===== src/rtl/alu_writeback_pkg.sv =====
// Shared definitions for the ALU writeback stage: opcode and condition-code
// encodings, flag bit positions, skid-buffer state type and helper functions.
// Optional feature macro used by the stage: ALU_WB_FWD_EN (operand bypass ports).
package alu_writeback_pkg;

    localparam int DATA_W_DEF     = 8;
    localparam int REG_ADDR_W_DEF = 3;

    // ALU opcodes as produced by the execute stage
    localparam logic [3:0] OP_ADD = 4'h0;
    localparam logic [3:0] OP_SUB = 4'h1;
    localparam logic [3:0] OP_SHL = 4'h2;
    localparam logic [3:0] OP_SHR = 4'h3;
    localparam logic [3:0] OP_AND = 4'h4;
    localparam logic [3:0] OP_OR  = 4'h5;
    localparam logic [3:0] OP_XOR = 4'h6;

    // Branch condition codes
    localparam logic [2:0] COND_EQ = 3'd0;
    localparam logic [2:0] COND_NE = 3'd1;
    localparam logic [2:0] COND_CS = 3'd2;
    localparam logic [2:0] COND_CC = 3'd3;
    localparam logic [2:0] COND_MI = 3'd4;
    localparam logic [2:0] COND_PL = 3'd5;
    localparam logic [2:0] COND_VS = 3'd6;
    localparam logic [2:0] COND_AL = 3'd7;

    // Bit positions inside the committed {N,Z,C,V} flag vector
    localparam int FLAG_N = 3;
    localparam int FLAG_Z = 2;
    localparam int FLAG_C = 1;
    localparam int FLAG_V = 0;

    typedef enum logic [1:0] {
        SKID_EMPTY = 2'd0,
        SKID_ONE   = 2'd1,
        SKID_TWO   = 2'd2
    } skid_state_e;

    // True for every opcode the writeback stage is allowed to commit
    function automatic logic is_legal_op(input logic [3:0] op);
        logic legal;
        case (op)
            OP_ADD, OP_SUB, OP_SHL, OP_SHR,
            OP_AND, OP_OR,  OP_XOR:          legal = 1'b1;
            default:                         legal = 1'b0;
        endcase
        return legal;
    endfunction

    // Evaluate a branch condition against a committed flag vector
    function automatic logic eval_cond(input logic [2:0] cond, input logic [3:0] flags);
        logic res;
        case (cond)
            COND_EQ: res =  flags[FLAG_Z];
            COND_NE: res = ~flags[FLAG_Z];
            COND_CS: res =  flags[FLAG_C];
            COND_CC: res = ~flags[FLAG_C];
            COND_MI: res =  flags[FLAG_N];
            COND_PL: res = ~flags[FLAG_N];
            COND_VS: res =  flags[FLAG_V];
            COND_AL: res =  1'b1;
            default: res =  1'b0;
        endcase
        return res;
    endfunction

endpackage


===== src/rtl/alu_writeback_wb_skid_buf.sv =====
// Generic 2-entry valid/ready skid buffer (FIFO order). The head entry drives
// the output straight from registers; head and tail are both exposed so the
// parent can bypass the youngest pending entry.
module alu_writeback_wb_skid_buf
    import alu_writeback_pkg::*;
#(
    parameter int WIDTH = 11
) (
    input  logic             clk,
    input  logic             rst_n,
    input  logic             in_valid_i,
    output logic             in_ready_o,
    input  logic [WIDTH-1:0] in_data_i,
    output logic             out_valid_o,
    input  logic             out_ready_i,
    output logic [WIDTH-1:0] out_data_o,
    output logic             tail_valid_o,
    output logic [WIDTH-1:0] tail_data_o
);

    skid_state_e      state_q;
    logic [WIDTH-1:0] head_q;
    logic [WIDTH-1:0] tail_q;
    logic             push_s;
    logic             pop_s;

    assign in_ready_o   = (state_q != SKID_TWO);
    assign out_valid_o  = (state_q != SKID_EMPTY);
    assign out_data_o   = head_q;
    assign tail_valid_o = (state_q == SKID_TWO);
    assign tail_data_o  = tail_q;

    assign push_s = in_valid_i && in_ready_o;
    assign pop_s  = out_valid_o && out_ready_i;

    // Occupancy FSM plus entry storage; a pop from TWO promotes the tail to head
    always_ff @(posedge clk or negedge rst_n) begin
        if (!rst_n) begin
            state_q <= SKID_EMPTY;
            head_q  <= {WIDTH{1'b0}};
            tail_q  <= {WIDTH{1'b0}};
        end else begin
            case (state_q)
                SKID_EMPTY: begin
                    if (push_s) begin
                        head_q  <= in_data_i;
                        state_q <= SKID_ONE;
                    end
                end
                SKID_ONE: begin
                    if (push_s && pop_s) begin
                        head_q  <= in_data_i;
                    end else if (push_s) begin
                        tail_q  <= in_data_i;
                        state_q <= SKID_TWO;
                    end else if (pop_s) begin
                        state_q <= SKID_EMPTY;
                    end
                end
                SKID_TWO: begin
                    if (pop_s) begin
                        head_q  <= tail_q;
                        state_q <= SKID_ONE;
                    end
                end
                default: begin
                    state_q <= SKID_EMPTY;
                end
            endcase
        end
    end

endmodule


===== src/rtl/alu_writeback.sv =====
// ALU writeback stage: accepts ALU results over valid/ready, commits flags,
// queues register-file writes in a 2-entry skid buffer and evaluates branch
// conditions against the committed flags.
// Optional feature macro: ALU_WB_FWD_EN adds fwd_valid/fwd_addr/fwd_data,
// presenting the youngest buffered write for execute-stage bypass.
module alu_writeback
    import alu_writeback_pkg::*;
#(
    parameter int DATA_W     = DATA_W_DEF,
    parameter int REG_ADDR_W = REG_ADDR_W_DEF
) (
    input  logic                  clk,
    input  logic                  rst_n,
    input  logic                  in_valid,
    output logic                  in_ready,
    input  logic [3:0]            in_op,
    input  logic [REG_ADDR_W-1:0] in_rd,
    input  logic                  in_wb_en,
    input  logic                  in_flag_en,
    input  logic [DATA_W-1:0]     in_result,
    input  logic                  in_zero,
    input  logic                  in_overflow,
    input  logic                  in_carry,
    input  logic                  in_negative,
    output logic                  rf_valid,
    input  logic                  rf_ready,
    output logic [REG_ADDR_W-1:0] rf_waddr,
    output logic [DATA_W-1:0]     rf_wdata,
    output logic [3:0]            flags,
    input  logic [2:0]            cond,
    output logic                  cond_true,
    output logic                  illegal_op
`ifdef ALU_WB_FWD_EN
    ,
    output logic                  fwd_valid,
    output logic [REG_ADDR_W-1:0] fwd_addr,
    output logic [DATA_W-1:0]     fwd_data
`endif
);

    localparam int ENTRY_W = REG_ADDR_W + DATA_W;

    logic               accept_s;
    logic               legal_s;
    logic               push_valid_s;
    logic [ENTRY_W-1:0] head_s;
    logic [3:0]         flags_d;
    logic [3:0]         flags_q;
    logic               illegal_d;
    logic               illegal_q;

`ifdef ALU_WB_FWD_EN
    logic               tail_valid_s;
    logic [ENTRY_W-1:0] tail_s;
`else
    logic               tail_valid_unused_s;
    logic [ENTRY_W-1:0] tail_unused_s;
`endif

    assign legal_s  = is_legal_op(in_op);
    assign accept_s = in_valid && in_ready;
    // Only legal ops with write-back enabled enter the buffer; the buffer's own
    // ready gates the push, so the flag path and the buffer agree on acceptance.
    assign push_valid_s = in_valid && legal_s && in_wb_en;

    alu_writeback_wb_skid_buf #(
        .WIDTH (ENTRY_W)
    ) u_skid (
        .clk          (clk),
        .rst_n        (rst_n),
        .in_valid_i   (push_valid_s),
        .in_ready_o   (in_ready),
        .in_data_i    ({in_rd, in_result}),
        .out_valid_o  (rf_valid),
        .out_ready_i  (rf_ready),
        .out_data_o   (head_s),
`ifdef ALU_WB_FWD_EN
        .tail_valid_o (tail_valid_s),
        .tail_data_o  (tail_s)
`else
        .tail_valid_o (tail_valid_unused_s),
        .tail_data_o  (tail_unused_s)
`endif
    );

    assign rf_waddr = head_s[ENTRY_W-1:DATA_W];
    assign rf_wdata = head_s[DATA_W-1:0];

    // Next flag/illegal state: flags follow accepted legal ops independently of rf_ready
    always_comb begin
        flags_d   = flags_q;
        illegal_d = illegal_q;
        if (accept_s && legal_s && in_flag_en) begin
            flags_d[FLAG_N] = in_negative;
            flags_d[FLAG_Z] = in_zero;
            flags_d[FLAG_C] = in_carry;
            flags_d[FLAG_V] = in_overflow;
        end else if (accept_s && !legal_s) begin
            illegal_d = 1'b1;
        end else begin
            flags_d   = flags_q;
            illegal_d = illegal_q;
        end
    end

    // Architectural flag register and sticky illegal-opcode indicator
    always_ff @(posedge clk or negedge rst_n) begin
        if (!rst_n) begin
            flags_q   <= 4'b0000;
            illegal_q <= 1'b0;
        end else begin
            flags_q   <= flags_d;
            illegal_q <= illegal_d;
        end
    end

    assign flags      = flags_q;
    assign illegal_op = illegal_q;

    // Branch condition decode straight from the committed flags
    always_comb begin
        cond_true = eval_cond(cond, flags_q);
    end

`ifdef ALU_WB_FWD_EN
    // Youngest pending write: tail when two entries are held, otherwise head
    always_comb begin
        fwd_valid = rf_valid;
        if (tail_valid_s) begin
            fwd_addr = tail_s[ENTRY_W-1:DATA_W];
            fwd_data = tail_s[DATA_W-1:0];
        end else begin
            fwd_addr = head_s[ENTRY_W-1:DATA_W];
            fwd_data = head_s[DATA_W-1:0];
        end
    end
`endif

endmodule

===== config.mk =====
export PLATFORM = sky130hd
export DESIGN_NAME = alu_writeback
export DESIGN_NICKNAME = d
export VERILOG_FILES = /design/src/rtl/alu_writeback_pkg.sv /design/src/rtl/alu_writeback_wb_skid_buf.sv /design/src/rtl/alu_writeback.sv
export SDC_FILE = /design/constraint.sdc
export NUM_CORES = 1
export LEC_CHECK = 0
export ABC_AREA = 1
export BUFFER_PORTS_ARGS = -buffer_cell sky130_fd_sc_hd__buf_2
export CAP_MARGIN = 5
export CELL_PAD_IN_SITES_DETAIL_PLACEMENT = 0
export CELL_PAD_IN_SITES_GLOBAL_PLACEMENT = 2
export CORE_UTILIZATION = 28
export DETAILED_ROUTE_END_ITERATION = 6
export GPL_ROUTABILITY_DRIVEN = 1
export GPL_TIMING_DRIVEN = 0
export PLACE_DENSITY_LB_ADDON = 0.15
export SYNTH_ARGS = -nofsm -noshare
export SYNTH_HDL_FRONTEND = slang
export SYNTH_SLANG_ARGS = --single-unit

===== constraint.sdc =====
create_clock -name clk -period 1.75 [get_ports clk]
set_clock_uncertainty 0.05 [all_clocks]
set_input_delay 0.2625 -clock clk [delete_from_list [all_inputs] [get_ports clk]]
set_output_delay 0.2625 -clock clk [all_outputs]
set_load 0.005 [all_outputs]

==> flow_summary.yaml, run 1 <==
power_and_ir_drop:
  power_mw: 2.651
  ir_drop_uv: 528.8
  combPwrFrac_pct: 31.5
  cellPowerDensity_mw_per_mm2: 1413
  p_switching_mw: 0.8694
  p_seq_share_pct: 41.4
  swShare_pct: 32.80
  leakage_nw: 1.029
  pwr-share-clk_pct: 27.1
  intPower_mw: 1.782
critical_path:
  worstSetupEndpointType: "primary output"
  reg2reg_depth: 6
  reg2reg_to: "u_skid.out_data_o[9]$_DFFE_PN0P_"
  rrSetupSlack_ns: 0.20
  startpoint: "flags[2]$_DFFE_PN0N_"
  required_ns: 1.44
  critPathMaxFanout: 3
  critPathArrivalTime_ns: 1.35
  endpoint: "cond_true"
  reg2reg_from: "u_skid.state_q[1]$_DFFE_PN0P_"
  worst_setup_path_start_kind: "register"
  critPathKind: "reg2out"
synthesis:
  synth_seq_area_share_pct: 50.79
  synth_area_leaders: "dfrtp_1 (51%), nand2_1 (19%), mux2_2 (7.9%), nand3_1 (6.3%), inv_1 (1.8%)"
  avgSynthCellArea_sq_um: 8.766
  yosys_warnings: 0
  async_flop_share_pct: 100.0
  synth_top_area_share_pct: 50.79
  synth_nets: 191
  synth_edf_count: 0
  synth_top_cell_by_area: "dfrtp_1"
  ys.flop_type: "dfrtp_1"
  synthDistinctLibCells: 21
  yosys_register_bits: 29
  synth_area_sq_mm: 0.001429
  postSynthCellCount: 163
cts:
  clkLatencyLatePin_ns: 0.28
  cts_tree: "built"
  htree_num_levels: 2
  clkSlewWorstSetupHoldPaths_ns: 0.06
  cts_max_path_buffers: 2
  clock-sinks: 29
  root_buffer: "clkbuf_8"
  numCtsBuffers: 5
placement:
  dpl_cell_area_sq_mm: 0.001743
  port_buffers: 46
  place.detailed.hpwl_microns: 2587
  dpl_worst_slack_ns: 0.1781
  place_congestion: 0.7137
detailed_routing:
  firstDrtPassIters: 4
  remaining_drc_errors: 0
  routed_via_density: 4.488
  ant_nets: 0
  detail_route.wl_per_cell_microns: 12.40
  routed-via-count: 1279
  drtIter0Drc: 44
  routed_wl_microns: 3535
die:
  die_w_microns: 73.44
  die_h_microns: 73.44
  core_area_sq_mm: 0.004817
  io_pins: 47
  start_util_pct: 29.66
  fp.dieArea_sq_mm: 0.005393
  rows: 25
timing:
  slew_headroom_pct: 56.14
  fin_crit_ns: 1.661
  final.setup.tns_ns: 0
  drv_slew: 0
  finalSetupViolations: 0
  fin_ws_ns: 0.08913
  hold_ws_ns: 0.1435
  hold_viol_final: 0
  fmax_mhz: 602.1
  max_slew.worst_pin.slew_ns: 0.6580
  rsz0062_at_grt: "true"
  min_period_over_period_pct: 94.91
finish:
  fillers: 526
  nets: 245
  drive_above_1_share_pct: 36.24
  area_growth_pct: 31.26
  diodes: 0
  design_area_sq_mm: 0.001876
hold_path:
  min_path_type: "in2reg"
global_route:
  track_usage_pct: 14.58
  grt_pass1_vias: 1240
  grt_max_degree: 30
  antenna_found_initial: 0
  grt_pass1_wl_microns: 5789
  grt.overflow.total: 0
status:
  status: "finished, final reports clean"
flow_run:
  maxCapViolations: 0
[critical path: stages (launching register included)]
cell and delay (ns):
dfrtp_1 0.39, or2_4 0.23, o21ai_2 0.06, nor2_1 0.05
nor2_1 0.08, nand2_1 0.06, nand2_1 0.05, inv_1 0.03
buf_2 0.11
[through the flow]
| stage | util [%] | cells |
|---|---|---|
| floorplan | - | 163 |
| global placement | 36.18 | 276 |
| detailed placement | 36.18 | 276 |
| CTS | 38.88 | 285 |
| global route | 38.94 | 285 |
| finish | 38.94 | 285 |
[Yosys cell counts, types with 2 or more instances]
cell type  count
dfrtp_1       29
nor2_1         3
nand3_1       18
nand2_1       71
o21ai_0        5
inv_1          7
nand4_1        2
mux2_2        10
buf_6          2
buf_2          3
nand2_4        2
inv_2          2
[metal layers]
metal  GRT usage [%]  up-vias  part of all wire, %
met5               0        -                    0
met4           5.769        0                  1.6
met3           3.704        6                  4.6
met2           25.72       32                   49
met1           16.90      606                   45
li1                -      635                    -
[area by class of cell]
class	instances	area, sq um	share of cell area [%]
well taps	67	83.83	4.470
inverters	9	33.78	1.801
clock buffers	7	86.33	4.603
flip-flops and latches	29	725.7	38.69
clock inverters	1	30.03	1.601
repair buffers	47	240.2	12.81
plain buffers	6	41.29	2.201
multi-input cells	119	634.4	33.82
[logic make-up after synthesis]
group	count (synthesis)	synth area share (%)
muxes	10	7.881
buffers and inverters	15	5.254
AOI/OAI and AO/OA	8	3.240
DFF	29	50.79
and+or+nand+nor	101	32.84
[state kept, by name, indices dropped and copies added (netlist names)]
name	flops
u_skid.out_data_o	11
u_skid.state_q	2
flags	4
u_skid.tail_data_o	11
illegal_op	1
[cell usage in the layout, fill, tap and decap left out, drive strengths merged]
cell type and count:
buf 52, nand4 4, bufinv 1, mux2 10, nand2 74, o211ai 1, nor2 4, or2 1
clkbuf 7, dlygate4sd3 1, inv 9, a31o 1, nand3 18, dfrtp 29, o21ai 5, a21oi 1
[worst min-delay path by stage]
stage / from / end / slack, ns / cells past startpoint
4_1_cts: in_result[7] / u_skid.tail_data_o[7]$_DFFE_PN0P_ / 0.13 / 3
3_5_place_dp: rst_n / u_skid.tail_data_o[9]$_DFFE_PN0P_ / 0.29 / 1
6_report: in_result[0] / u_skid.tail_data_o[0]$_DFFE_PN0P_ / 0.14 / 3
2_1_floorplan: rst_n / flags[0]$_DFFE_PN0N_ / -0.08 / 0
3_3_place_gp: rst_n / u_skid.out_data_o[9]$_DFFE_PN0P_ / 0.27 / 1
5_1_grt: in_result[7] / u_skid.tail_data_o[7]$_DFFE_PN0P_ / 0.15 / 3
[power by group through the flow]
| stage | registers (mW) | clock network (mW) | logic (mW) |
|---|---|---|---|
| after CTS | 1.10 | 0.747 | 0.856 |
| after floorplan | 1.10 | 0 | 0.502 |
| after detailed placement | 1.11 | 0 | 0.848 |
| after global routing | 1.13 | 0.775 | 0.965 |
| final | 1.10 | 0.719 | 0.835 |
| after global placement | 1.09 | 0 | 0.825 |
[repair_timing]
item / CTS / global route
resized for setup: 2 / 1
hold endpoints to repair: 29 / 0
buffers inserted: 0 / 0
endpoints found under the setup margin: 1 / 1
hold buffers: 1 / 0
(Power assumes the default switching activity.)
==> run 2, diff against run 1 <==
--- a/config.mk
+++ b/config.mk
@@ -17,4 +17,5 @@
 export PLACE_DENSITY_LB_ADDON = 0.15
 export SYNTH_ARGS = -nofsm -noshare
 export SYNTH_HDL_FRONTEND = slang
+export SYNTH_HIERARCHICAL = 1
 export SYNTH_SLANG_ARGS = --single-unit
==> flow_summary.yaml, run 2 <==
status:
  status: "finished, final reports clean"
cts:
  cts_tree: "built"
  htree_num_levels: 2
  clkSlewWorstSetupHoldPaths_ns: 0.06
  cts_max_path_buffers: 2
  clkLatencyLatePin_ns: 0.28
  clock-sinks: 29
  numCtsBuffers: 5
  root_buffer: "clkbuf_8"
finish:
  diodes: 0
  area_growth_pct: 27.11
  multi_input_area_sq_um: 626.9
  fin_util_pct: 37.20
  final_common_cell: "nand2_1"
  drive_above_1_share_pct: 32.27
  nets: 278
  register_area_sq_um: 725.7
  fillers: 594
  mostFrequentLayoutCells: "nand2_1 (90), buf_2 (46), dfrtp_1 (29)"
detailed_routing:
  wl_met3_microns: 216
  routed_wl_microns: 3416
  drtIter0Drc: 21
  remaining_drc_errors: 0
  wl_met1_microns: 1761
  routed-via-count: 1318
  routed_via_density: 4.106
  firstDrtPassIters: 4
  detail_route.wl_per_cell_microns: 10.64
  top_layer: "met4"
  ant_nets: 0
  wl_met2_microns: 1415
critical_path:
  worstSetupEndpointType: "primary output"
  rrSetupSlack_ns: 0.38
  required_ns: 1.44
  path_delay_family: "buffers and inverters"
  critPathArrivalTime_ns: 1.22
  cp_slowest_cell: "dfrtp_1"
  crit_chain: "inv_2 > nand2_1 > buf_4 > buf_2"
  path_buf_inv: 3
  reg2reg_to: "flags[1]$_DFFE_PN0P_"
  startpoint: "u_skid/state_q[0]$_DFFE_PN0P_"
  max_stage_delay_ns: 0.43
  critPathKind: "reg2out"
  worst_setup_path_start_kind: "register"
  critPathMaxFanout: 12
  reg2reg_from: "u_skid/state_q[0]$_DFFE_PN0P_"
  reg2reg_depth: 7
synthesis:
  synth_edf_count: 0
  async_flop_share_pct: 100.0
  yosys_warnings: 6
  ys.flop_type: "dfrtp_1"
  synth_nets: 224
  synth_top_area_share_pct: 47.93
  synth_seq_area_share_pct: 47.93
  synth_most_common_cell: "nand2_1"
  synthDistinctLibCells: 17
  yosys_register_bits: 29
  avgSynthCellArea_sq_um: 7.724
  postSynthCellCount: 196
  synth_area_leaders: "dfrtp_1 (48%), nand2_1 (22%), nand3_1 (7.6%), o21ai_2 (6.4%), inv_1 (5.2%)"
  synth_top_cell_by_area: "dfrtp_1"
  synthTopCellsByCount: "nand2_1 (90), dfrtp_1 (29), nand3_1 (23), inv_1 (21), o21ai_2 (11)"
  synth_area_sq_mm: 0.001514
die:
  io_pins: 47
  rows: 26
  die_h_microns: 75.53
  start_util_pct: 29.27
  fp.dieArea_sq_mm: 0.005705
  die_w_microns: 75.53
  core_area_sq_mm: 0.005172
placement:
  place.detailed.hpwl_microns: 2568
  port_buffers: 46
  place_congestion: 0.6303
timing:
  max_slew.worst_pin.slew_ns: 0.6591
  min_period_over_period_pct: 87.60
  drv_slew: 0
  rsz0062_at_grt: "false"
  final.setup.tns_ns: 0
  slew_headroom_pct: 56.06
  finalSetupViolations: 0
  fin_crit_ns: 1.533
  hold_ws_ns: 0.1733
  hold_viol_final: 0
  fmax_mhz: 652.3
hold_path:
  whs_endpoint: "flags[0]$_DFFE_PN0P_"
  hold_path_depth: 3
  hold_path_startpoint: "in_overflow"
  min_path_type: "in2reg"
power_and_ir_drop:
  leakage_nw: 1.119
  cellPowerDensity_mw_per_mm2: 1319
  ir_drop_uv: 356.0
global_route:
  grt_max_degree: 30
  antenna_found_initial: 0
  grt_pass1_vias: 1208
  grt.overflow.total: 0
  grt_pass1_wl_microns: 5658
  track_usage_pct: 13.77
flow_run:
  maxCapViolations: 0
run 2: cell count changes after synthesis, sizes merged, moves of 3 or more:
cell   before  now
inv         9   25
mux2       10    0
nand2      74   92
nand3      18   24
nand4       4    1
o21ai       5   11
run 2: where the power goes:
part | leakage (nW) | switching [mW] | internal, mW | total (mW)
combinational | 0.713 | 0.504 | 0.411 | 0.915
clock | 0.0450 | 0.246 | 0.275 | 0.520
sequential | 0.360 | 0.152 | 0.950 | 1.10
run 2: layout make-up:
| type | count | area share, % |
|---|---|---|
| multi-input cells | 135 | 32.57 |
| flip-flops and latches | 29 | 37.71 |
| plain buffers | 7 | 3.511 |
| inverters | 25 | 4.876 |
| well taps | 70 | 4.551 |
| clock inverters | 2 | 0.5202 |
| clock buffers | 6 | 3.771 |
| repair buffers | 47 | 12.48 |
run 2: worst max-delay path by stage:
stage / cells after the start / end
finish: 4 / in_ready
global route: 4 / in_ready
CTS: 4 / in_ready
detailed placement: 12 / u_skid/out_data_o[5]$_DFFE_PN0P_
global placement: 12 / u_skid/out_data_o[3]$_DFFE_PN0P_
floorplan: 11 / u_skid/out_data_o[0]$_DFFE_PN0P_
run 2: through the flow:
stage	worst slack, ns	total power, mW	instances	cell area [sq um]
floorplan	0.5068	1.712	196	1514
finish	0.2170	2.538	321	1924
global route	0.1303	2.792	321	1924
detailed placement	0.2354	2.051	312	1832
global placement	0.2276	2.041	312	1832
CTS	0.1805	2.594	321	1924
run 2: logic make-up (layout without fill, tap and decap cells):
family | count (synthesis) | in the layout | share of synthesized area [%]
AND/OR/NAND/NOR | 122 | 122 | 34.22
buffers and inverters | 32 | 87 | 10.66
flip-flops | 29 | 29 | 47.93
AO/OA/AOI/OAI | 13 | 13 | 7.190
run 2: repair_timing:
item,in CTS,in global routing
gates resized for setup,0,0
hold buffers,1,0
setup buffers,0,0
hold endpoints to repair,29,0
run 2: worst reg2reg max path: stages, from the launching register on:
cell and delay (ns):
dfrtp_1 0.43, inv_2 0.07, nand2_1 0.10, buf_4 0.21, and3_4 0.25, nand2_4 0.06
nand2_1 0.05, nand2_1 0.04
run 2: per-layer routing:
layer	vias up	track usage, %
li1	714	-
met4	0	5.556
met1	567	18.28
met5	-	0
met2	35	20.54
met3	2	4.762
